### config.mk
export PLATFORM = sky130hd
export DESIGN_NAME = branch_ctrl_unit
export DESIGN_NICKNAME = d
export VERILOG_FILES = /design/src/rtl/cpu_ctrl_pkg.sv /design/src/rtl/ctrl_lifo.sv /design/src/rtl/branch_ctrl_unit.sv
export SDC_FILE = /design/constraint.sdc
export NUM_CORES = 1
export LEC_CHECK = 0
export CAP_MARGIN = 20
export CORE_MARGIN = 5
export CORE_UTILIZATION = 25
export DETAILED_ROUTE_END_ITERATION = 8
export PLACE_DENSITY = 0.4
export SYNTH_ARGS = -nofsm -noshare
export SYNTH_HDL_FRONTEND = slang
export SYNTH_SLANG_ARGS = --single-unit
### constraint.sdc
create_clock -name clk -period 7.6 [get_ports clk]
set_input_delay 2.28 -clock clk [delete_from_list [all_inputs] [get_ports clk]]
set_output_delay 2.28 -clock clk [all_outputs]
set_load 0.1 [all_outputs]
### src/rtl/cpu_ctrl_pkg.sv
// ---------------------------------------------------------------------------
// Package: cpu_ctrl_pkg
// Purpose: Shared definitions for the execute-stage control-flow logic.
//   - PNZ flag bit positions (P=2, N=1, Z=0)
//   - default PC/target address width
//   - helper that evaluates a PNZ condition mask against a flag vector
// Ports:   none (package)
// ---------------------------------------------------------------------------
package cpu_ctrl_pkg;

    localparam int ADDR_W_DEFAULT = 16;

    localparam int PNZ_P = 2;
    localparam int PNZ_N = 1;
    localparam int PNZ_Z = 0;

    typedef logic [2:0] pnz_t;

    // A branch condition is met when any flag selected by the mask is set.
    function automatic logic cond_met(input pnz_t cond, input pnz_t flags);
        return (cond[PNZ_P] & flags[PNZ_P]) |
               (cond[PNZ_N] & flags[PNZ_N]) |
               (cond[PNZ_Z] & flags[PNZ_Z]);
    endfunction

endpackage

### src/rtl/ctrl_lifo.sv
// ---------------------------------------------------------------------------
// Module: ctrl_lifo
// Purpose: Small register-based LIFO used for the return-address stack and
//          the interrupt-PC stack.
//   WRAP=1: a push while full overwrites the oldest entry (circular), count
//           stays at DEPTH.
//   WRAP=0: a push while full is dropped.
//   Pop while empty is a no-op; top reads 0 whenever the stack is empty.
//   Push and pop together on a non-empty stack replace the top entry.
//   Push and pop together on an empty stack behave as a plain push.
// Ports:
//   clk      in   1       clock
//   rst_n    in   1       async active-low reset (clears entries and count)
//   push_i   in   1       push din_i
//   pop_i    in   1       pop top entry
//   din_i    in   W       data to push
//   top_o    out  W       current top entry (0 when empty)
//   count_o  out  CW      number of valid entries
//   full_o   out  1       count_o == DEPTH
// ---------------------------------------------------------------------------
module ctrl_lifo #(
    parameter int W     = 16,
    parameter int DEPTH = 8,
    parameter bit WRAP  = 1'b0
) (
    input  logic                       clk,
    input  logic                       rst_n,
    input  logic                       push_i,
    input  logic                       pop_i,
    input  logic [W-1:0]               din_i,
    output logic [W-1:0]               top_o,
    output logic [$clog2(DEPTH+1)-1:0] count_o,
    output logic                       full_o
);

    localparam int PW    = (DEPTH > 1) ? $clog2(DEPTH) : 1;
    localparam int CW    = $clog2(DEPTH + 1);
    localparam int SLOTS = 1 << PW;

    logic [W-1:0]  mem_q [SLOTS];
    logic [PW-1:0] ptr_q, ptr_d;
    logic [CW-1:0] count_q, count_d;
    logic [PW-1:0] top_idx;
    logic [PW-1:0] wr_idx;
    logic          wr_en;
    logic          empty;

    // ptr_q always points at the next free slot; when full with WRAP=1 that
    // slot holds the oldest entry, which is exactly the one to overwrite.
    assign top_idx = ptr_q - PW'(1);
    assign empty   = (count_q == '0);
    assign full_o  = (count_q == CW'(DEPTH));
    assign top_o   = empty ? '0 : mem_q[top_idx];
    assign count_o = count_q;

    // Next-state for pointer/count and the single write port.
    always_comb begin
        ptr_d   = ptr_q;
        count_d = count_q;
        wr_en   = 1'b0;
        wr_idx  = ptr_q;
        if (push_i && pop_i && !empty) begin
            wr_en  = 1'b1;
            wr_idx = top_idx;
        end else if (push_i) begin
            if (!full_o) begin
                wr_en   = 1'b1;
                ptr_d   = ptr_q + PW'(1);
                count_d = count_q + CW'(1);
            end else if (WRAP) begin
                wr_en = 1'b1;
                ptr_d = ptr_q + PW'(1);
            end
        end else if (pop_i && !empty) begin
            ptr_d   = ptr_q - PW'(1);
            count_d = count_q - CW'(1);
        end
    end

    // Storage and pointers; everything clears on reset.
    always_ff @(posedge clk or negedge rst_n) begin
        if (!rst_n) begin
            ptr_q   <= '0;
            count_q <= '0;
            for (int i = 0; i < SLOTS; i++) begin
                mem_q[i] <= '0;
            end
        end else begin
            ptr_q   <= ptr_d;
            count_q <= count_d;
            if (wr_en) begin
                mem_q[wr_idx] <= din_i;
            end
        end
    end

endmodule

### src/rtl/branch_ctrl_unit.sv
// ---------------------------------------------------------------------------
// Module: branch_ctrl_unit
// Purpose: Execute-stage control-flow resolver. Holds the PNZ flags, resolves
//          conditional branches, calls and returns, keeps a return-address
//          stack (circular) and a nestable interrupt-PC stack, and drives the
//          fetch-stage redirect.
// Configuration macro: FLAG_BYPASS_EN
//   defined   : a branch sees pnz_new when flag_we is set in the same cycle
//   undefined : a branch always sees the registered flags pnz_q
// Ports:
//   clk, rst_n     clock, async active-low reset
//   ex_valid       EX instruction valid; gates every state update
//   pc             PC of the EX instruction
//   alu_target     branch target computed by the ALU
//   br, cond       conditional branch and its PNZ mask
//   save_addr      branch is a call (push pc+1 when taken)
//   ret            return from call or interrupt
//   flag_we        load pnz_new into the flags
//   pnz_new        flags produced by the ALU
//   int_req        interrupt request
//   branch_addr    redirect target
//   branch_taken   redirect fetch this cycle
//   int_ack        interrupt accepted this cycle
//   int_state_out  inside an interrupt handler (int_level != 0)
//   int_level      current interrupt nesting depth
//   pnz_q          registered flags
//   ras_ovf        sticky: push while RAS full
//   ras_unf        sticky: pop while RAS empty
// ---------------------------------------------------------------------------
module branch_ctrl_unit
    import cpu_ctrl_pkg::*;
#(
    parameter int ADDR_W    = ADDR_W_DEFAULT,
    parameter int RAS_DEPTH = 8,
    parameter int INT_DEPTH = 2
) (
    input  logic                           clk,
    input  logic                           rst_n,
    input  logic                           ex_valid,
    input  logic [ADDR_W-1:0]              pc,
    input  logic [ADDR_W-1:0]              alu_target,
    input  logic                           br,
    input  logic [2:0]                     cond,
    input  logic                           save_addr,
    input  logic                           ret,
    input  logic                           flag_we,
    input  logic [2:0]                     pnz_new,
    input  logic                           int_req,
    output logic [ADDR_W-1:0]              branch_addr,
    output logic                           branch_taken,
    output logic                           int_ack,
    output logic                           int_state_out,
    output logic [$clog2(INT_DEPTH+1)-1:0] int_level,
    output logic [2:0]                     pnz_q,
    output logic                           ras_ovf,
    output logic                           ras_unf
);

    localparam int RCW = $clog2(RAS_DEPTH + 1);

    logic [ADDR_W-1:0] ras_top, int_top, pc_inc;
    logic [RCW-1:0]    ras_count;
    logic              ras_full, ras_empty, int_full;
    logic              active, in_int, taken_br;
    logic              ret_int, ret_ras, ras_push;
    pnz_t              flags_eff, pnz_d;
    logic              ras_ovf_q, ras_ovf_d, ras_unf_q, ras_unf_d;

    // An accepted interrupt squashes the EX instruction: it will be
    // re-executed on return, so it must not redirect or touch any state.
    assign int_ack = ex_valid & int_req & ~int_full;
    assign active  = ex_valid & ~int_ack;
    assign in_int  = (int_level != '0);

`ifdef FLAG_BYPASS_EN
    assign flags_eff = flag_we ? pnz_new : pnz_q;
`else
    assign flags_eff = pnz_q;
`endif

    assign taken_br  = br & cond_met(cond, flags_eff);
    assign pc_inc    = pc + ADDR_W'(1);
    assign ras_empty = (ras_count == '0);

    // A return inside a handler unwinds the interrupt stack only.
    assign ret_int  = active & ret & in_int;
    assign ret_ras  = active & ret & ~in_int;
    assign ras_push = active & save_addr & taken_br & ~ret_int;

    assign branch_taken  = active & (taken_br | ret);
    assign int_state_out = in_int;
    assign ras_ovf       = ras_ovf_q;
    assign ras_unf       = ras_unf_q;

    // Redirect target; held at zero when the instruction is invalid or squashed.
    always_comb begin
        branch_addr = '0;
        if (active) begin
            if (ret) begin
                branch_addr = in_int ? int_top : ras_top;
            end else begin
                branch_addr = alu_target;
            end
        end
    end

    // Flag and sticky-status next state. A simultaneous push+pop on a full
    // RAS is a replace, not an overflow.
    always_comb begin
        pnz_d     = pnz_q;
        ras_ovf_d = ras_ovf_q;
        ras_unf_d = ras_unf_q;
        if (active && flag_we) begin
            pnz_d = pnz_new;
        end
        if (ras_push && ras_full && !ret_ras) begin
            ras_ovf_d = 1'b1;
        end
        if (ret_ras && ras_empty) begin
            ras_unf_d = 1'b1;
        end
    end

    // Flag and sticky-status registers.
    always_ff @(posedge clk or negedge rst_n) begin
        if (!rst_n) begin
            pnz_q     <= '0;
            ras_ovf_q <= 1'b0;
            ras_unf_q <= 1'b0;
        end else begin
            pnz_q     <= pnz_d;
            ras_ovf_q <= ras_ovf_d;
            ras_unf_q <= ras_unf_d;
        end
    end

    ctrl_lifo #(
        .W     (ADDR_W),
        .DEPTH (RAS_DEPTH),
        .WRAP  (1'b1)
    ) u_ras (
        .clk     (clk),
        .rst_n   (rst_n),
        .push_i  (ras_push),
        .pop_i   (ret_ras),
        .din_i   (pc_inc),
        .top_o   (ras_top),
        .count_o (ras_count),
        .full_o  (ras_full)
    );

    ctrl_lifo #(
        .W     (ADDR_W),
        .DEPTH (INT_DEPTH),
        .WRAP  (1'b0)
    ) u_int_stack (
        .clk     (clk),
        .rst_n   (rst_n),
        .push_i  (int_ack),
        .pop_i   (ret_int),
        .din_i   (pc),
        .top_o   (int_top),
        .count_o (int_level),
        .full_o  (int_full)
    );

endmodule

==> flow_metrics.env, run 1 <==
export IMPL_cts_max_level=4
export IMPL_worstPathRequired_ns=5.32
export IMPL_hold_viol=0
export IMPL_rows=69
export IMPL_clock_fmax_mhz=154
export IMPL_synth_top_area_share_pct=49.4
export IMPL_postCtsSetupBuffers=0
export IMPL_viasPerCell=4.80
export IMPL_routed_wl_um=26000
export IMPL_dr_pass1_iters=5
export IMPL_r2r_start="u_ras.ptr_q[1]$_DFFE_PN0P_"
export IMPL_hold_path_end="ras_unf$_DFFE_PN0P_"
export IMPL_rsz0062_at_grt="no"
export IMPL_port_buffers=71
export IMPL_worst_pin_slew_ns=0.981
export IMPL_io_pins=72
export IMPL_cap_violations=0
export IMPL_ir_drop_uv=227
export IMPL_ys_seq_area_share_pct=49.4
export IMPL_cts_tree="done"
export IMPL_die_area_um2=39300
export IMPL_setup_ws_ns=1.10
export IMPL_holdPathStages=1
export IMPL_post_route_period_util_pct=85.6
export IMPL_dp_hpwl_um=17100
export IMPL_cpMostUsedCell="buf_4"
export IMPL_grt_pass1_wl_um=40200
export IMPL_place_ws_ns=1.09
export IMPL_grt_pass1_vias=6334
export IMPL_slowest_stage="clkdlybuf4s50_1"
export IMPL_layout_min_cycle_time_ns=6.50
export IMPL_drive_gt1_share_pct=25.7
export IMPL_start_kind="input pin"
export IMPL_die_x_um=198
export IMPL_cts_resized=0
export IMPL_arrival_ns=4.22
export IMPL_drcViolationCount=0
export IMPL_clk_latency_ns=0.43
export IMPL_n_antenna_cell=0
export IMPL_finalSetupViolCount=0
export IMPL_finalClockSkew_ns=0.0111
export IMPL_yosysUniqueCellTypes=56
export IMPL_path_buf_inv=3
export IMPL_first_iter_violations=214
export IMPL_startpoint="ret"
export IMPL_yosys_warnings=0
export IMPL_core_area_um2=35300
export IMPL_synth_area_leaders="dfrtp_1 (49%), mux2_2 (11%), mux4_2 (8.1%)"
export IMPL_synth_edf_count=0
export IMPL_hold_ws_ns=0.464
export IMPL_syn_inst=710
export IMPL_cp_max_fo=23
export IMPL_r2r_slack_ns=4.13
export IMPL_clk_pin_slew_ns=0.07
export IMPL_syn_avg_cell_area_um2=12.5
export IMPL_cp_end_kind="output pin"
export IMPL_syn_to_final_growth_pct=19.7
export IMPL_syn_area_um2=8870
export IMPL_synth_ff_type="dfrtp_1"
export IMPL_slew_headroom_pct=34.6
export IMPL_finalMaxSlewViolations=0
export IMPL_crit_chain="clkdlybuf4s50_1, buf_4, o21ai_0, o22ai_1, nor2_1, buf_4"
export IMPL_cts_buffer_depth=2
export IMPL_grt_max_degree=72
export IMPL_gr_usage_all_layers_pct=13.5
export IMPL_ant_nets=0
export IMPL_synth_area_leader_cell="dfrtp_1"
export IMPL_crit_type="in -> out"
export IMPL_place_gp_congestion=0.711
export IMPL_detail_route_wl_per_cell_um=20.9
export IMPL_numClockSinks=175
export IMPL_timing_rr_end="u_ras.mem_q[122]$_DFFE_PN0P_"
export IMPL_initial_core_util_pct=25.1
export IMPL_antenna_found_initial=0
export IMPL_numCtsBuffers=17
export IMPL_yosys_register_bits=175
export IMPL_p_leak_uw=0.00452
export IMPL_p_per_area_nw_per_um2=391
export IMPL_cpLargestDelayFamily="buffers and inverters"
export IMPL_root_buffer="clkbuf_16"
export IMPL_cts_hold_fix_buffers=0
export IMPL_yosys_top_cells_count="dfrtp_1 (175), mux2_2 (85), nand2_1 (55)"
export IMPL_setup_tns_ns=0
export IMPL_hp_start="ras_unf$_DFFE_PN0P_"
export IMPL_cpPeakStageDelay_ns=1.04
export IMPL_hold_path_class="reg -> reg"
export IMPL_reg2reg_depth=7
export IMPL_nets=824
export IMPL_synth_nets=762
export IMPL_dr_total_vias=5977
export IMPL_die_height_um=198
export IMPL_yosysMostFrequentCell="dfrtp_1"
export IMPL_status="finished clean"
export IMPL_gr_total_overflow=0
export IMPL_async_reset_ff_share_pct=100
worst max path at each step:
| stage | end | cells after the start |
|---|---|---|
| after floorplan | branch_addr[10] | 4 |
| after global placement | branch_addr[7] | 6 |
| after detailed placement | branch_addr[9] | 6 |
| after CTS | branch_addr[9] | 6 |
| after global routing | branch_addr[11] | 6 |
| final | branch_addr[9] | 6 |
sequential cells by signal (all words and copies together), names as in the netlist:
register             flops
pnz_q                    3
ras_ovf                  1
ras_unf                  1
u_int_stack.count_o      2
u_int_stack.mem_q       32
u_int_stack.ptr_q        1
u_ras.count_o            4
u_ras.mem_q            128
u_ras.ptr_q              3
layout by cell type, fill, tap and decap left out, types with 10 or more instances in the layout:
| cell type | count |
|---|---|
| o21ai_0 | 29 |
| dfrtp_1 | 174 |
| nand3_1 | 11 |
| nor3_1 | 10 |
| mux4_2 | 32 |
| mux2i_1 | 26 |
| mux2_2 | 85 |
| mux2_1 | 17 |
| nand2_1 | 55 |
| nor2_1 | 34 |
| a2bb2oi_1 | 40 |
| a21oi_1 | 23 |
| buf_4 | 32 |
| o22ai_1 | 16 |
| xnor2_1 | 10 |
| clkbuf_16 | 17 |
| inv_1 | 18 |
| clkdlybuf4s50_1 | 52 |
worst register-to-register path: cells and delay by family (launching register included):
kind	cells	cell delay [ns]
AOI/OAI and AO/OA	1	0.67
adders and majority gates	1	0.66
buffers and inverters	2	0.45
DFF	1	0.45
muxes	1	0.43
and+or+nand+nor	2	0.69
layer usage:
layer	share of wire, %	vias to the layer above	GRT usage, %
met5	0	-	0
met4	1.2	0	3.14
met3	3.5	22	2.76
met2	47	86	22.2
met1	48	3095	18.6
li1	-	2774	-
cell families after synthesis:
group                    count (synthesis)  share of synthesized area (%)
buffers and inverters                   60                           3.34
XOR/XNOR                                20                           1.98
adder cells (fa/ha/maj)                  6                          0.931
AND/OR/NAND/NOR                        142                           7.61
multiplexers                           160                           24.0
flip-flops                             175                           49.4
AO/OA/AOI/OAI                          147                           12.7
stage by stage:
stage                     power (uW)  utilization, %  instances  area (um2)
after detailed placement        3260            28.3       1214        9990
after global routing            4400            30.1       1246       10600
after floorplan                 2710               -        710        8870
final                           4150            30.1       1246       10600
after global placement          3260            28.3       1214        9990
after CTS                       4200            30.1       1246       10600
cell type report:
type                            instances  area (um2)
Clock buffer                           18         429
Clock inverter                         14         191
Fill cell                            3625       24700
Inverter                               18        67.6
Multi-Input combinational cell        475        4200
Sequential cell                       175        4380
Tap cell                              461         577
Timing Repair Buffer                   85         772
report_power, final:
group | total (uW) | internal (uW) | switching, uW
clock network | 929 | 505 | 424
logic | 1750 | 709 | 1040
registers | 1470 | 1270 | 199
total | 4150 | 2480 | 1660
Power figures use the tool's default switching activity.
==> run 2, diff against run 1 <==
--- a/config.mk
+++ b/config.mk
@@ -6,10 +6,12 @@
 export NUM_CORES = 1
 export LEC_CHECK = 0
 export CAP_MARGIN = 20
+export CORE_ASPECT_RATIO = 1.25
 export CORE_MARGIN = 5
 export CORE_UTILIZATION = 25
 export DETAILED_ROUTE_END_ITERATION = 8
-export PLACE_DENSITY = 0.4
+export PLACE_DENSITY = 0.41
+export SETUP_SLACK_MARGIN = 0.3
 export SYNTH_ARGS = -nofsm -noshare
 export SYNTH_HDL_FRONTEND = slang
 export SYNTH_SLANG_ARGS = --single-unit
==> constraint.sdc (replaced) <==
create_clock -name clk -period 5.8 [get_ports clk]
set_input_delay 1.74 -clock clk [delete_from_list [all_inputs] [get_ports clk]]
set_output_delay 1.74 -clock clk [all_outputs]
set_load 0.1 [all_outputs]
==> flow_metrics.env, run 2 (synthesized netlist as in run 1, its figures left out) <==
export IMPL_status="finished clean"
export IMPL_core_area_um2=35300
export IMPL_die_area_um2=39400
export IMPL_root_buffer="clkbuf_16"
export IMPL_clk_latency_ns=0.45
export IMPL_hold_viol=0
export IMPL_regMostFlops="u_ras.mem_q"
export IMPL_initial_core_util_pct=25.1
export IMPL_numClockSinks=175
export IMPL_worst_pin_slew_ns=1.07
export IMPL_cts_max_level=4
export IMPL_drcViolationCount=0
export IMPL_ant_nets=0
export IMPL_slew_headroom_pct=28.7
export IMPL_dp_hpwl_um=17900
export IMPL_rsz0062_at_grt="no"
export IMPL_arrival_ns=3.34
export IMPL_largest_reg_flops=128
export IMPL_postCtsSetupBuffers=0
export IMPL_dpl_cell_area_um2=10300
export IMPL_cap_violations=0
export IMPL_layout_commonest_cell="dfrtp_1"
export IMPL_p_per_area_nw_per_um2=507
export IMPL_grt_pass1_wl_um=41000
export IMPL_cts_buffer_depth=2
export IMPL_cts_tree="done"
export IMPL_start_kind="input pin"
export IMPL_final_cell_mix="dfrtp_1 (174), mux2_2 (85), nand2_1 (55), clkdlybuf4s50_1 (52), a2bb2oi_1 (40)"
export IMPL_clock_fmax_mhz=197
export IMPL_worstPathRequired_ns=4.06
export IMPL_n_antenna_cell=0
export IMPL_numCtsBuffers=17
export IMPL_first_iter_violations=271
export IMPL_drive_gt1_share_pct=26.9
export IMPL_dr_pass1_iters=5
export IMPL_hold_path_class="reg -> reg"
export IMPL_fin_area_um2=11000
export IMPL_setup_tns_ns=0
export IMPL_detail_route_wl_per_cell_um=20.8
export IMPL_die_x_um=178
export IMPL_cp_max_fo=14
export IMPL_viasPerCell=4.79
export IMPL_grt_max_degree=111
export IMPL_io_pins=72
export IMPL_post_route_period_util_pct=87.5
export IMPL_finalClockSkew_ns=0.0109
export IMPL_layout_min_cycle_time_ns=5.08
export IMPL_cts_resized=0
export IMPL_dr_total_vias=6084
export IMPL_place_gp_congestion=0.757
export IMPL_syn_to_final_growth_pct=23.7
export IMPL_die_height_um=221
export IMPL_gr_usage_all_layers_pct=13.9
export IMPL_grt_pass1_vias=6379
export IMPL_finalSetupViolCount=0
export IMPL_cp_end_kind="output pin"
export IMPL_ir_drop_uv=177
export IMPL_nets=835
export IMPL_routed_wl_um=26400
export IMPL_crit_type="in -> out"
export IMPL_rows=77
export IMPL_port_buffers=71
export IMPL_antenna_found_initial=0
export IMPL_cts_hold_fix_buffers=0
export IMPL_clk_pin_slew_ns=0.07
export IMPL_p_leak_uw=0.00465
export IMPL_gr_total_overflow=0
export IMPL_finalMaxSlewViolations=0
-- run 2: final cells by class --
type                    count  area [um2]
well taps                 474         593
repair buffers             96        1090
clock buffers              18         439
fillers                  3581       24300
multi-input cells         475        4200
clock inverters            14         199
flip-flops and latches    175        4380
inverters                  18        67.6
-- run 2: layer usage --
layer | up-vias | global-route usage, % | wire length, um
li1 | 2784 | - | -
met3 | 20 | 2.41 | 889
met1 | 3165 | 18.0 | 11900
met2 | 115 | 23.7 | 13300
met4 | 0 | 4.22 | 359
met5 | - | 0 | 0
-- run 2: path summary, 6_finish.rpt --
kind                                             from                                to  slack, ns  depth (start not counted)
hold reg to reg                   ras_unf$_DFFE_PN0P_               ras_unf$_DFFE_PN0P_       0.47                          1
hold / removal                    ras_unf$_DFFE_PN0P_               ras_unf$_DFFE_PN0P_       0.47                          1
setup reg to reg           u_ras.ptr_q[1]$_DFFE_PN0P_       u_ras.mem_q[80]$_DFFE_PN0P_       2.59                          7
min in group asynchronous                       rst_n       u_ras.mem_q[80]$_DFFE_PN0P_       1.31                          1
max in group asynchronous                       rst_n  u_int_stack.mem_q[5]$_DFFE_PN0P_       3.47                          2
setup / recovery                              int_req                    branch_addr[9]       0.72                          6
-- run 2: worst max-delay path: stages --
cell	delay, ns
clkdlybuf4s50_1	0.60
nand2_1	0.19
nand2_1	0.12
buf_4	0.24
nor2_1	0.22
buf_12	0.21
-- run 2: power by group --
group          switching (uW)  internal, uW  leakage (uW)
Clock                     555           708      0.000306
Sequential                294          1660       0.00226
Combinational            1340          1010       0.00208
Total                    2190          3380       0.00465
-- run 2: stage by stage --
step / worst slack (ns) / instances / total power (uW) / utilization (%) / hold WS, ns
after floorplan: 0.409 / 710 / 3560 / - / 0.449
after global placement: 0.795 / 1238 / 4370 / 29.3 / 0.445
after detailed placement: 0.714 / 1238 / 4370 / 29.3 / 0.457
after CTS: 0.701 / 1270 / 5650 / 31.1 / 0.473
after global routing: 0.566 / 1270 / 5890 / 31.1 / 0.497
final: 0.725 / 1270 / 5560 / 31.1 / 0.466
